**src/rtl/seg7_pkg.sv**
```systemverilog
// seg7_pkg: shared constants, digit record and width helper for the 7-segment scan controller
package seg7_pkg;
   localparam logic [6:0] SEG_BLANK = 7'b0000000;
   localparam int SEG_A = 6;
   localparam int SEG_B = 5;
   localparam int SEG_C = 4;
   localparam int SEG_D = 3;
   localparam int SEG_E = 2;
   localparam int SEG_F = 1;
   localparam int SEG_G = 0;
   typedef struct packed {
      logic [3:0] nib;
      logic       dp;
   } digit_t;
   localparam int DIGIT_W = $bits(digit_t);
   function automatic int clog2(input int v);
      int r = 1;
      for (int i = 1; i < 31; i++) r = ((1 << i) < v) ? i + 1 : r;
      return r;
   endfunction
endpackage

```
**src/rtl/seg7_hex_dec.sv**
```systemverilog
// seg7_hex_dec: hex nibble to active-high a..g segments (bit6=a .. bit0=g)
module seg7_hex_dec
   import seg7_pkg::*;
(
   input  logic [3:0] nib_i,
   output logic [6:0] seg_o
);
   // bit n of each mask is set when that segment is lit for hex digit n
   localparam logic [15:0] LIT_A = 16'hD7ED;
   localparam logic [15:0] LIT_B = 16'h279F;
   localparam logic [15:0] LIT_C = 16'h2FFB;
   localparam logic [15:0] LIT_D = 16'h7B6D;
   localparam logic [15:0] LIT_E = 16'hFD45;
   localparam logic [15:0] LIT_F = 16'hDF71;
   localparam logic [15:0] LIT_G = 16'hEF7C;
   always_comb begin
      seg_o        = SEG_BLANK;
      seg_o[SEG_A] = LIT_A[nib_i];
      seg_o[SEG_B] = LIT_B[nib_i];
      seg_o[SEG_C] = LIT_C[nib_i];
      seg_o[SEG_D] = LIT_D[nib_i];
      seg_o[SEG_E] = LIT_E[nib_i];
      seg_o[SEG_F] = LIT_F[nib_i];
      seg_o[SEG_G] = LIT_G[nib_i];
   end
endmodule

```
**src/rtl/seg7_slot_timer.sv**
```systemverilog
// seg7_slot_timer: slot counter, digit index and GUARD/DRIVE sequencing
module seg7_slot_timer
   import seg7_pkg::*;
#(
   parameter int NUM_DIGITS = 4,
   parameter int SLOT_CYC   = 50000,
   parameter int GUARD_CYC  = 16,
   parameter int IDX_W      = clog2(NUM_DIGITS)
) (
   input  logic             clk,
   input  logic             rst_n,
   input  logic             en_i,
   output logic [IDX_W-1:0] idx_o,
   output logic             in_guard_o,
   output logic             frame_boundary_o
);
   localparam int CNT_W = clog2(SLOT_CYC);
   localparam logic [0:0] GUARD = 1'b0;
   localparam logic [0:0] DRIVE = 1'b1;
   logic [CNT_W-1:0] cnt_q, cnt_d;
   logic [IDX_W-1:0] idx_q, idx_d;
   logic [0:0]       state_q, state_d;
   logic             wrap, last;
   always_comb begin
      wrap    = cnt_q == CNT_W'(SLOT_CYC - 1);
      last    = idx_q == IDX_W'(NUM_DIGITS - 1);
      cnt_d   = (!en_i || wrap) ? '0 : cnt_q + 1'b1;
      idx_d   = !en_i ? '0 : !wrap ? idx_q : last ? '0 : idx_q + 1'b1;
      // state_q tracks cnt_q: DRIVE exactly while cnt_q >= GUARD_CYC
      state_d = (!en_i || wrap) ? GUARD : (cnt_q == CNT_W'(GUARD_CYC - 1)) ? DRIVE : state_q;
   end
   always_ff @(posedge clk or negedge rst_n) begin
      if (!rst_n) begin
         cnt_q   <= '0;
         idx_q   <= '0;
         state_q <= GUARD;
      end else begin
         cnt_q   <= cnt_d;
         idx_q   <= idx_d;
         state_q <= state_d;
      end
   end
   assign idx_o            = idx_q;
   assign in_guard_o       = state_q == GUARD;
   assign frame_boundary_o = en_i && wrap && last;
endmodule

```
**src/rtl/seg7_scan_ctrl.sv**
```systemverilog
// seg7_scan_ctrl: time-multiplexed N-digit 7-segment scanner with frame-synchronous double buffering
module seg7_scan_ctrl
   import seg7_pkg::*;
#(
   parameter int NUM_DIGITS = 4,
   parameter int SLOT_CYC   = 50000,
   parameter int GUARD_CYC  = 16
) (
   input  logic                    clk,
   input  logic                    rst_n,
   input  logic                    en,
   input  logic                    load,
   input  logic [4*NUM_DIGITS-1:0] value,
   input  logic [NUM_DIGITS-1:0]   dp_in,
   input  logic                    blank_lz,
   output logic [6:0]              seg_out,
   output logic                    dp_out,
   output logic [NUM_DIGITS-1:0]   digit_sel,
   output logic                    frame_done,
   output logic                    pending
);
   localparam int IDX_W = clog2(NUM_DIGITS);
   logic [IDX_W-1:0]        idx;
   logic                    in_guard, frame_boundary;
   logic [4*NUM_DIGITS-1:0] act_val_q, act_val_d, pend_val_q, pend_val_d;
   logic [NUM_DIGITS-1:0]   act_dp_q, act_dp_d, pend_dp_q, pend_dp_d;
   logic                    pending_q, pending_d;
   logic [NUM_DIGITS-1:0]   sel_q, sel_d, lz;
   logic [6:0]              seg_q, seg_d, dec_seg;
   logic                    dp_q, dp_d, fd_q;
   logic                    commit, drive, show, run;
   digit_t                  cur;
   seg7_slot_timer #(
      .NUM_DIGITS(NUM_DIGITS),
      .SLOT_CYC  (SLOT_CYC),
      .GUARD_CYC (GUARD_CYC),
      .IDX_W     (IDX_W)
   ) u_timer (
      .clk             (clk),
      .rst_n           (rst_n),
      .en_i            (en),
      .idx_o           (idx),
      .in_guard_o      (in_guard),
      .frame_boundary_o(frame_boundary)
   );
   seg7_hex_dec u_dec (
      .nib_i(cur.nib),
      .seg_o(dec_seg)
   );
   // while disabled every cycle acts as a frame boundary, so loads bypass the pending buffer
   always_comb begin
      commit     = !en || frame_boundary;
      act_val_d  = (commit && load) ? value : (commit && pending_q) ? pend_val_q : act_val_q;
      act_dp_d   = (commit && load) ? dp_in : (commit && pending_q) ? pend_dp_q : act_dp_q;
      pend_val_d = (load && !commit) ? value : pend_val_q;
      pend_dp_d  = (load && !commit) ? dp_in : pend_dp_q;
      pending_d  = commit ? 1'b0 : load ? 1'b1 : pending_q;
   end
   // lz[k]: digit k and all higher digits are zero with no decimal point
   always_comb begin
      run = 1'b1;
      lz  = '0;
      for (int k = NUM_DIGITS - 1; k > 0; k--) begin
         run   = run && (act_val_q[4*k +: 4] == 4'h0) && !act_dp_q[k];
         lz[k] = run;
      end
   end
   always_comb begin
      cur   = '{nib: act_val_q[{idx, 2'b00} +: 4], dp: act_dp_q[idx]};
      drive = en && !in_guard;
      show  = drive && !(blank_lz && lz[idx]);
      sel_d = drive ? {{(NUM_DIGITS-1){1'b0}}, 1'b1} << idx : '0;
      seg_d = show ? dec_seg : SEG_BLANK;
      dp_d  = show && cur.dp;
   end
   always_ff @(posedge clk or negedge rst_n) begin
      if (!rst_n) begin
         act_val_q  <= '0;
         act_dp_q   <= '0;
         pend_val_q <= '0;
         pend_dp_q  <= '0;
         pending_q  <= 1'b0;
         sel_q      <= '0;
         seg_q      <= SEG_BLANK;
         dp_q       <= 1'b0;
         fd_q       <= 1'b0;
      end else begin
         act_val_q  <= act_val_d;
         act_dp_q   <= act_dp_d;
         pend_val_q <= pend_val_d;
         pend_dp_q  <= pend_dp_d;
         pending_q  <= pending_d;
         sel_q      <= sel_d;
         seg_q      <= seg_d;
         dp_q       <= dp_d;
         fd_q       <= frame_boundary;
      end
   end
   assign seg_out    = seg_q;
   assign dp_out     = dp_q;
   assign digit_sel  = sel_q;
   assign frame_done = fd_q;
   assign pending    = pending_q;
endmodule

```
**config.mk**
```make
export PLATFORM = sky130hd
export DESIGN_NAME = seg7_scan_ctrl
export DESIGN_NICKNAME = d
export VERILOG_FILES = /design/src/rtl/seg7_pkg.sv /design/src/rtl/seg7_hex_dec.sv /design/src/rtl/seg7_slot_timer.sv /design/src/rtl/seg7_scan_ctrl.sv
export SDC_FILE = /design/constraint.sdc
export NUM_CORES = 1
export LEC_CHECK = 0
export CORE_MARGIN = 2
export CORE_UTILIZATION = 56
export DETAILED_ROUTE_END_ITERATION = 16
export GPL_TIMING_DRIVEN = 0
export PLACE_DENSITY = 0.79
export SYNTH_ARGS = -nofsm -noshare
export SYNTH_HDL_FRONTEND = slang
export SYNTH_SLANG_ARGS = --single-unit
export TNS_END_PERCENT = 1
```
**constraint.sdc**
```tcl
create_clock -name clk -period 2.3 [get_ports clk]
set_input_delay 0.46 -clock clk [delete_from_list [all_inputs] [get_ports clk]]
set_output_delay 0.46 -clock clk [all_outputs]
set_load 0.02 [all_outputs]
```
# Yosys cells after proc, flatten, opt, wreduce, memory -nomap -nowiden
# Memory sizes are Yosys's and may differ from the RTL's.
# Cells that the tools add are included.
[op_classes] reduce_logical=28 add_sub_neg=2 n_lt_le_gt_ge=2 mux=25 eq_ne=4 shift=2
[ops] cell="2-to-1 mux 16 bit" n=3
[ops] cell="adder 16 x 1 -> 16 bit, second input constant" n=1
[ops] cell="== test 16 bit, second input constant" n=1
[ops] cell="== test 16 x 4 -> 1 bit, second input constant" n=1
[ops] cell="indexed part select 16 x 5 -> 4 bit" n=1
[ops] cell="logical AND 1 bit" n=14
[ops] cell="2-to-1 mux 1 bit" n=13
[ops] cell="logical NOT 4 bit" n=3
[ops] cell="2-to-1 mux 4 bit" n=3
[ops] cell="2-to-1 mux 7 bit" n=1
[ops] cell="logical NOT 1 bit" n=6
[ops] cell="2-to-1 mux 2 bit" n=3
[ops] cell="nonzero test 2 bit" n=3
[ops] cell="< comparator 4 x 5 -> 1 bit, second input constant" n=1
[ops] cell="binary-select mux 1 bit (select 2 bit)" n=2
[ops] cell="left shift 1 x 2 -> 4 bit, first input constant" n=1
[ops] cell="< comparator 2 x 3 -> 1 bit, second input constant" n=1
[ops] cell="adder 2 x 1 -> 2 bit, second input constant" n=1
[ops] cell="== test 2 bit, second input constant" n=1
[ops] cell="logical OR 1 bit" n=2
[ops] cell="!= test 2 x 1 -> 1 bit, second input constant" n=1
[totals] mem_count=7 elab_cells=82 input_bits=25 rom_bits=112 regBits=73
[mem_list] memory="(name not given)" depth=16 width=1 rd=1 rd_clocked_by_memory_dff=0 wr=0 line="seg7_hex_dec.sv:18" source="seg_o[SEG_A] = LIT_A[nib_i];"
[mem_list] memory="(name not given)" depth=16 width=1 rd=1 rd_clocked_by_memory_dff=0 wr=0 line="seg7_hex_dec.sv:24" source="seg_o[SEG_G] = LIT_G[nib_i];"
[mem_list] memory="(name not given)" depth=16 width=1 rd=1 rd_clocked_by_memory_dff=0 wr=0 line="seg7_hex_dec.sv:20" source="seg_o[SEG_C] = LIT_C[nib_i];"
[mem_list] memory="(name not given)" depth=16 width=1 rd=1 rd_clocked_by_memory_dff=0 wr=0 line="seg7_hex_dec.sv:19" source="seg_o[SEG_B] = LIT_B[nib_i];"
[mem_list] memory="(name not given)" depth=16 width=1 rd=1 rd_clocked_by_memory_dff=0 wr=0 line="seg7_hex_dec.sv:23" source="seg_o[SEG_F] = LIT_F[nib_i];"
[mem_list] memory="(name not given)" depth=16 width=1 rd=1 rd_clocked_by_memory_dff=0 wr=0 line="seg7_hex_dec.sv:21" source="seg_o[SEG_D] = LIT_D[nib_i];"
[mem_list] memory="1 more memories"

# Depth between registers and ports, before layout
# Gate-level depths: netlist (run 1).
[depth] depth_word=12 mapped_depth=9

# Modules after synthesis
# Synthesis (run 1) repeated with hierarchy kept, for this count alone.
[unflattened] cells_unflattened=346 hier_area_um2=3694.8
[modules_own_cells] mod="seg7_scan_ctrl" n_inst=1 cells_per_inst=211 seq_area_each_um2=1351.3 area_each_um2=2448.6
[modules_own_cells] mod="seg7_slot_timer" n_inst=1 cells_per_inst=98 seq_area_each_um2=475.5 area_each_um2=991.0
[modules_own_cells] mod="seg7_hex_dec" n_inst=1 cells_per_inst=37 seq_area_each_um2=0.0 area_each_um2=255.2

# Worst setup path after synthesis (run 1)
# Ideal clock, no wire load.
[synth_path] kind="register to register" from="register u_timer.idx_q[0] (netlist: u_timer.idx_o[0])" to="register seg_q[6] (netlist: seg_out[6])" setup_time_ns=0.072 path_buffers=1 path_slack_ns=0.206 t_arrival_ns=2.022 stages_incl_launch_ff=9 path_cell_list="dfrtp_1 > buf_6 > mux2_2 > o21ai_0 > inv_1 > ha_1 > or3_1 > o221a_2 > nor2_1"
[synth_between] elab_chain_len=6
[synth_lines] item="from (decl)" line="seg7_slot_timer.sv:21" source="logic [IDX_W-1:0] idx_q, idx_d;"
[synth_lines] item="from (signal assigned)" line="seg7_slot_timer.sv:39" source="idx_q <= idx_d;"
[synth_lines] item="branches (longest 5 deep; another with memory (16 x 1 bit))"
[synth_lines] item="2-to-1 mux 7 bit (*)" line="seg7_scan_ctrl.sv:73" source="seg_d = show ? dec_seg : SEG_BLANK;"
[synth_lines] item="net seg_d[6]" line="seg7_scan_ctrl.sv:29" source="logic [6:0] seg_q, seg_d, dec_seg;"
[synth_lines] item="to (signal assigned)" line="seg7_scan_ctrl.sv:94" source="seg_q <= seg_d;"
[synth_lines] item="to (decl)" line="seg7_scan_ctrl.sv:29"
# Mark *: on every way through the listed nets, which the timed path passes. The select of a mux whose other input is x is not followed.
# A chain may end at the register's enable or synchronous reset.

# Worst setup path in the final report (run 1)
# Same ends and word-level chain as after synthesis.

==> impl_results.md, run 1 <==
- Antenna diode count: 0
- Detailed Route Iter0 Violations: 94
- Die height: 84.79 um
- Asr flop ratio synth: 1.000
- H-tree Lvls: 3
- Yosys cell types: 45
- GRT Total Usage: 0.2155
- VDD IR max: 0.4208 mV
- Fmax: 0.4756 GHz
- Hold Crit Class: primary input to async pin
- DRC: 0
- Largest net degree at the start of global routing: 74
- Routed via count: 2,572
- Yosys warnings: 0
- Unrepaired setup endpoints after global routing: no
- Reg clk slew, reported paths: 0.08 ns
- Multi-input gate area: 0.001703 mm2
- Finished Layout Cells: 448
- Max-cap violations: 0
- Seq/Total Area, Yosys: 0.4998
- R2r setup slk: 0.20 ns
- # fillers: 507
- CTS tree: built
- Clock Root Buffer: clkbuf_8
- Gr ovfl total: 0
- Setup Viol. Count Final: 0
- Arrival time at the worst endpoint: 2.38 ns
- Kind of critical path: register to register
- Register area: 0.001827 mm2
- Initial antenna violation count: 0
- Ports: 39
- Post-CTS setup buffer count: 0
- Total core area: 0.006314 mm2
- Cells after Synth: 318
- Initial core utilization: 0.5789
- Vias in the first global route: 2,479
- Endpoints failing hold: 0
- PwrDens: 669.3 mW/mm2
- Die X: 84.79 um
- Clock Skews: 0.007437 ns
- Slew HR: 0.4053
- Layout net count: 401
- Synth area leader: dfrtp_1
- LEAKAGE: 1.912 nW
- Skew-Pair Late Insertion Delay: 0.34 ns
- Outcome: finished clean
- Setup TNS: 0 ns
- Vias per cell: 5.741
- Site row count: 29
- Num CTS Buffers: 9
- Period minus WS final: 2.103 ns
- Layout cells sized above 1: 0.1482
- Pins Over Slew Limit: 0
- Area Overhead vs Synth: 18.04%
- Final GP Congestion: 0.8457
- Worst reg2reg path depth: 8
- DRT Pass-1 Iters: 4
- CP Launch Type: register
- Count leader, synth: dfrtp_1
- Critical path fanouts, max: 10
- First-pass GRT wire length: 12.05 mm
- WL final: 7.006 mm
- Syn avg cell area: 11.49 um2
- RR Endpoint: seg_out[6]
- Routed Antenna Nets: 0
- Required @ worst endpoint: 2.58 ns
- Post-DP HPWL: 4.924 mm
- Placed insts: 432
- Mapped Area: 0.003655 mm2
- Port buffer count: 37
- Least-Margin Pin Slew: 0.8921 ns
- Clock Sink Count: 73
- Clock Path Buffers: 2
- Die Area: 0.007189 mm2
- Syn_nets: 353
- Tcrit/Tclk final: 0.9142
- Dominant cells by area after synthesis: dfrtp_1, mux2_2, mux2i_1, a2bb2oi_1, nor2_1
- Commonest cells post-synth: dfrtp_1, nor2_1, mux2i_1, mux2_2, nand2b_1
- CP Capture Type: register
- Area share of the largest cell type after synthesis: 0.4998
- Worst reg2reg startpoint: u_timer.idx_o[0]
- Wire length per cell: 15.64 um
- Synth Register Bits: 73
- Number of synthesized flops with an enable pin: 0
- Main synth FF type: dfrtp_1
[power breakdown]
| group | switching, mW | leakage, nW | internal, mW | total, mW |
|---|---|---|---|---|
| combinational | 0.208 | 0.903 | 0.247 | 0.455 |
| clock | 0.458 | 0.0933 | 0.500 | 0.958 |
| sequential | 0.0803 | 0.916 | 1.39 | 1.47 |
[cell type report]
class                   instances  area share
multi-input cells             218      0.3947
clock inverters                 5     0.01305
clock buffers                  11     0.03045
flip-flops and latches         73      0.4234
inverters                      11    0.009571
well taps                      77     0.02233
plain buffers                  16     0.02117
repair buffers                 37     0.08527
[cell families after synthesis]
logic type	synth area share
compound gates	0.08867
xor+xnor	0.03355
fa+ha+maj	0.03423
buf+inv	0.03629
flops	0.4998
mux	0.1578
simple gates	0.1496
[worst max-delay path, cell delays in order (launching register included)]
cell and delay [ns]:
dfrtp_1 0.39, buf_6 0.17, mux2_2 0.37, o21ai_4 0.18, inv_1 0.12, ha_1 0.22, or3_1 0.38, o221a_2 0.13
nor2_1 0.08
[state kept, by name (all words and copies together), names as in the netlist]
register and flops:
u_timer.cnt_q 16, pend_val_q 16, u_timer.idx_o 2, pending 1, digit_sel 4, act_val_q 16
dp_out 1, act_dp_q 4, pend_dp_q 4, frame_done 1, seg_out 7, u_timer.state_q 1
[worst max-delay path by stage]
stage                               end  slack, ns        startpoint
after floorplan              seg_out[6]       0.21  u_timer.idx_o[0]
after global placement    act_val_q[13]      -1.60             rst_n
after detailed placement     seg_out[6]       -0.1  u_timer.idx_o[0]
after CTS                    seg_out[6]       0.03  u_timer.idx_o[0]
after global routing         seg_out[6]       0.06  u_timer.idx_o[0]
final                        seg_out[6]       0.20  u_timer.idx_o[0]
[cell usage in the layout (no fill, tap or decap), types with 9 or more instances in the layout]
cell             instances
and3_1                   9
ha_1                    10
nand2b_1                20
clkdlybuf4s50_1         36
mux2i_1                 22
nand2_1                 11
mux2_2                  21
dfrtp_1                 73
a2bb2oi_1               18
nor2_1                  35
inv_1                   11
clkbuf_8                 9
[stage by stage]
| stage | instance area (um2) | setup slack [ns] | util | power (mW) | hold WS [ns] |
|---|---|---|---|---|---|
| floorplan | 3655 | 0.2065 | - | 1.786 | 0.1644 |
| global placement | 4121 | -1.596 | 0.6528 | 1.923 | 0.4640 |
| detailed placement | 4119 | -0.09964 | 0.6524 | 1.945 | 0.4845 |
| CTS | 4307 | 0.03210 | 0.6821 | 2.913 | 0.2663 |
| global route | 4314 | 0.06213 | 0.6833 | 3.031 | 0.3104 |
| finish | 4314 | 0.1973 | 0.6833 | 2.888 | 0.2386 |
[repair_timing]
| item | in CTS | in global routing |
|---|---|---|
| hold buffers | 0 | 0 |
| resized for setup | 1 | 3 |
| setup endpoints to repair | 4 | 4 |
[per-layer routing]
layer  GRT usage  wire, um  vias to the layer above  part of all wire
met5           0         0                        -                 0
li1            -         -                     1229                 -
met1      0.2908      3098                     1272              0.44
met4      0.1068       178                        0             0.025
met3     0.03736       218                       15             0.031
met2      0.3386      3510                       56              0.50
(Power assumes the default switching activity.)
==> inputs of run 2 (changes only) <==
--- a/config.mk
+++ b/config.mk
@@ -6,10 +6,12 @@
 export NUM_CORES = 1
 export LEC_CHECK = 0
 export CORE_MARGIN = 2
-export CORE_UTILIZATION = 56
+export CORE_UTILIZATION = 59
+export CTS_BUF_LIST = sky130_fd_sc_hd__clkbuf_4
 export DETAILED_ROUTE_END_ITERATION = 16
 export GPL_TIMING_DRIVEN = 0
-export PLACE_DENSITY = 0.79
+export HOLD_SLACK_MARGIN = 0.08
+export PLACE_DENSITY = 0.83
 export SYNTH_ARGS = -nofsm -noshare
 export SYNTH_HDL_FRONTEND = slang
 export SYNTH_SLANG_ARGS = --single-unit
==> run 2 against run 1 <==
Combinational power hardly changed. Final cell count shrank 0.67%. Die area fell by 4.8%. Global-route usage increased by 1.1 points. Critical path depth unchanged. Utilization is 3.7 points higher. Non-clock buffer count stayed put. Critical path type unchanged. Largest cell class unchanged. Highest routed layer unchanged.
==> impl_results.md, run 2 (synthesis results as in run 1) <==
- Outcome: finished clean
- Worst path max stage delay: 0.41 ns
- Final core utilization: 0.7206
- Kind of critical path: register to register
- Crit path cell chain: buf_6 -> mux2_2 -> o21ai_2 -> inv_1 -> ha_1 -> or3_1 -> o221a_2 -> nor2_1
- Initial core utilization: 0.6137
- Layout net count: 401
- Critical Path Stages: 8
- Critical path fanouts, max: 10
- Total core area: 0.005956 mm2
- Endpoints failing hold: 0
- Hold Crit Class: primary input to async pin
- CTS tree: built
- Post-DP HPWL: 4.775 mm
- Top Family by Delay on Critical Path: simple AND/OR/NAND/NOR gates
- Clock Path Buffers: 2
- GRT Total Usage: 0.2266
- Die height: 82.71 um
- Site row count: 28
- Placed insts: 430
- Area Overhead vs Synth: 17.43%
- DRC: 0
- Pins Over Slew Limit: 0
- Die Area: 0.006840 mm2
- Clock power share: 0.341
- Hold_ws: 0.1492 ns
- Largest net degree at the start of global routing: 74
- Internal cell power: 2.179 mW
- Routed via count: 2,576
- Most frequent cells in the layout: dfrtp_1, clkdlybuf4s50_1, nor2_1, mux2i_1, mux2_2
- Vias per cell: 5.789
- CP Capture Type: register
- Finished Layout Cells: 445
- Detailed Route Iter0 Violations: 172
- Layout cells sized above 1: 0.1514
- Tcrit/Tclk final: 0.9232
- Skew-Pair Late Insertion Delay: 0.42 ns
- Largest regs: act_val_q (16), pend_val_q (16), u_timer.cnt_q (16)
- Setup TNS: 0 ns
- Required @ worst endpoint: 2.65 ns
- Gr ovfl total: 0
- PwrDens: 679.2 mW/mm2
- Least-Margin Pin Slew: 0.8834 ns
- Num CTS Buffers: 9
- First-pass GRT wire length: 11.34 mm
- Clock Sink Count: 73
- Vias in the first global route: 2,428
- Sw Share: 0.2524
- Arrival time at the worst endpoint: 2.48 ns
- VDD IR max: 0.5687 mV
- Setup Viol. Count Final: 0
- Antenna diode count: 0
- H-tree Lvls: 3
- Period minus WS final: 2.123 ns
- LEAKAGE: 1.909 nW
- Unrepaired setup endpoints after global routing: no
- Total Power: 2.915 mW
- WL final: 7.003 mm
- Reg clk slew, reported paths: 0.13 ns
- Worst reg2reg path depth: 8
- Routed Antenna Nets: 0
- Most common cell after layout, fill and taps aside: dfrtp_1
- Die X: 82.71 um
- Comb power frac: 0.155
- CP Launch Type: register
- Clock Skews: 0.02163 ns
- CP max-delay cell: dfrtp_1
- Max-cap violations: 0
- Sw power: 0.7357 mW
- Slew HR: 0.4111
- Sequential share of power: 0.504
- Fmax: 0.4710 GHz
- Ports: 39
- Initial antenna violation count: 0
- Port buffer count: 37
- Final GP Congestion: 0.8622
- Wire length per cell: 15.74 um
- DRT Pass-1 Iters: 4
- WP buf/inv: 2
- Clock Root Buffer: clkbuf_4
## run 2: changes by cell type in the layout (fill, tap and decap cells not counted)
cell / before / now
clkbuf_8: 9 / 0
o21ai_2: 0 / 1
o21ai_4: 1 / 0
clkinv_4: 1 / 0
bufinv_16: 1 / 3
clkbuf_1: 8 / 6
clkbuf_4: 0 / 9
## run 2: layer usage
layer  vias to the layer above  share of wire  global-route usage
met5                         -              0                   0
met4                         0          0.026             0.09508
met3                        16          0.050             0.05761
met2                        75           0.48              0.3565
met1                      1264           0.45              0.2998
li1                       1221              -                   -
## run 2: what timing repair did
action                                  in CTS  in global routing
gates resized for setup                      1                  2
endpoints found under the setup margin       2                  2
hold buffers                                 0                  0
buffers inserted                             0                  0
## run 2: worst register-to-register path, stage by stage, from the launching register on
cell and delay [ns]:
dfrtp_1 0.41, buf_6 0.17, mux2_2 0.36, o21ai_2 0.19
inv_1 0.12, ha_1 0.22, or3_1 0.39, o221a_2 0.13
nor2_1 0.08
## run 2: layout make-up
type,count,area [um2]
tap,75,93.84
sequential,73,1827
timing repair buffer,37,367.9
clock inverter,6,107.6
clock buffer,9,67.56
fill,438,1664
inverter,11,41.29
buffer,16,91.34
multi-input combinational,218,1695
## run 2: metrics by stage
stage | setup slack (ns) | instance area, um2
floorplan | 0.2065 | 3655
global placement | -1.607 | 4119
detailed placement | -0.02973 | 4116
CTS | 0.08716 | 4292
global route | 0.05838 | 4292
finish | 0.1768 | 4292
## run 2: worst paths after layout
kind | to | slack (ns) | start
min in group clk | u_timer.cnt_q[0] | 0.48 | u_timer.cnt_q[0]
worst max-delay path | seg_out[6] | 0.18 | u_timer.idx_o[0]
worst max register to register | seg_out[6] | 0.18 | u_timer.idx_o[0]
worst min register to register | u_timer.cnt_q[0] | 0.48 | u_timer.cnt_q[0]
worst min-delay path | u_timer.cnt_q[5] | 0.15 | rst_n
max in group asynchronous | u_timer.idx_o[0] | 1.57 | rst_n
## run 2: power by group through the flow
| stage | Sequential, mW | Combinational (mW) | Clock (mW) |
|---|---|---|---|
| finish | 1.47 | 0.452 | 0.993 |
| global route | 1.48 | 0.502 | 1.06 |
| CTS | 1.47 | 0.455 | 0.998 |
| detailed placement | 1.49 | 0.449 | 0 |
| global placement | 1.49 | 0.435 | 0 |
| floorplan | 1.46 | 0.321 | 0 |
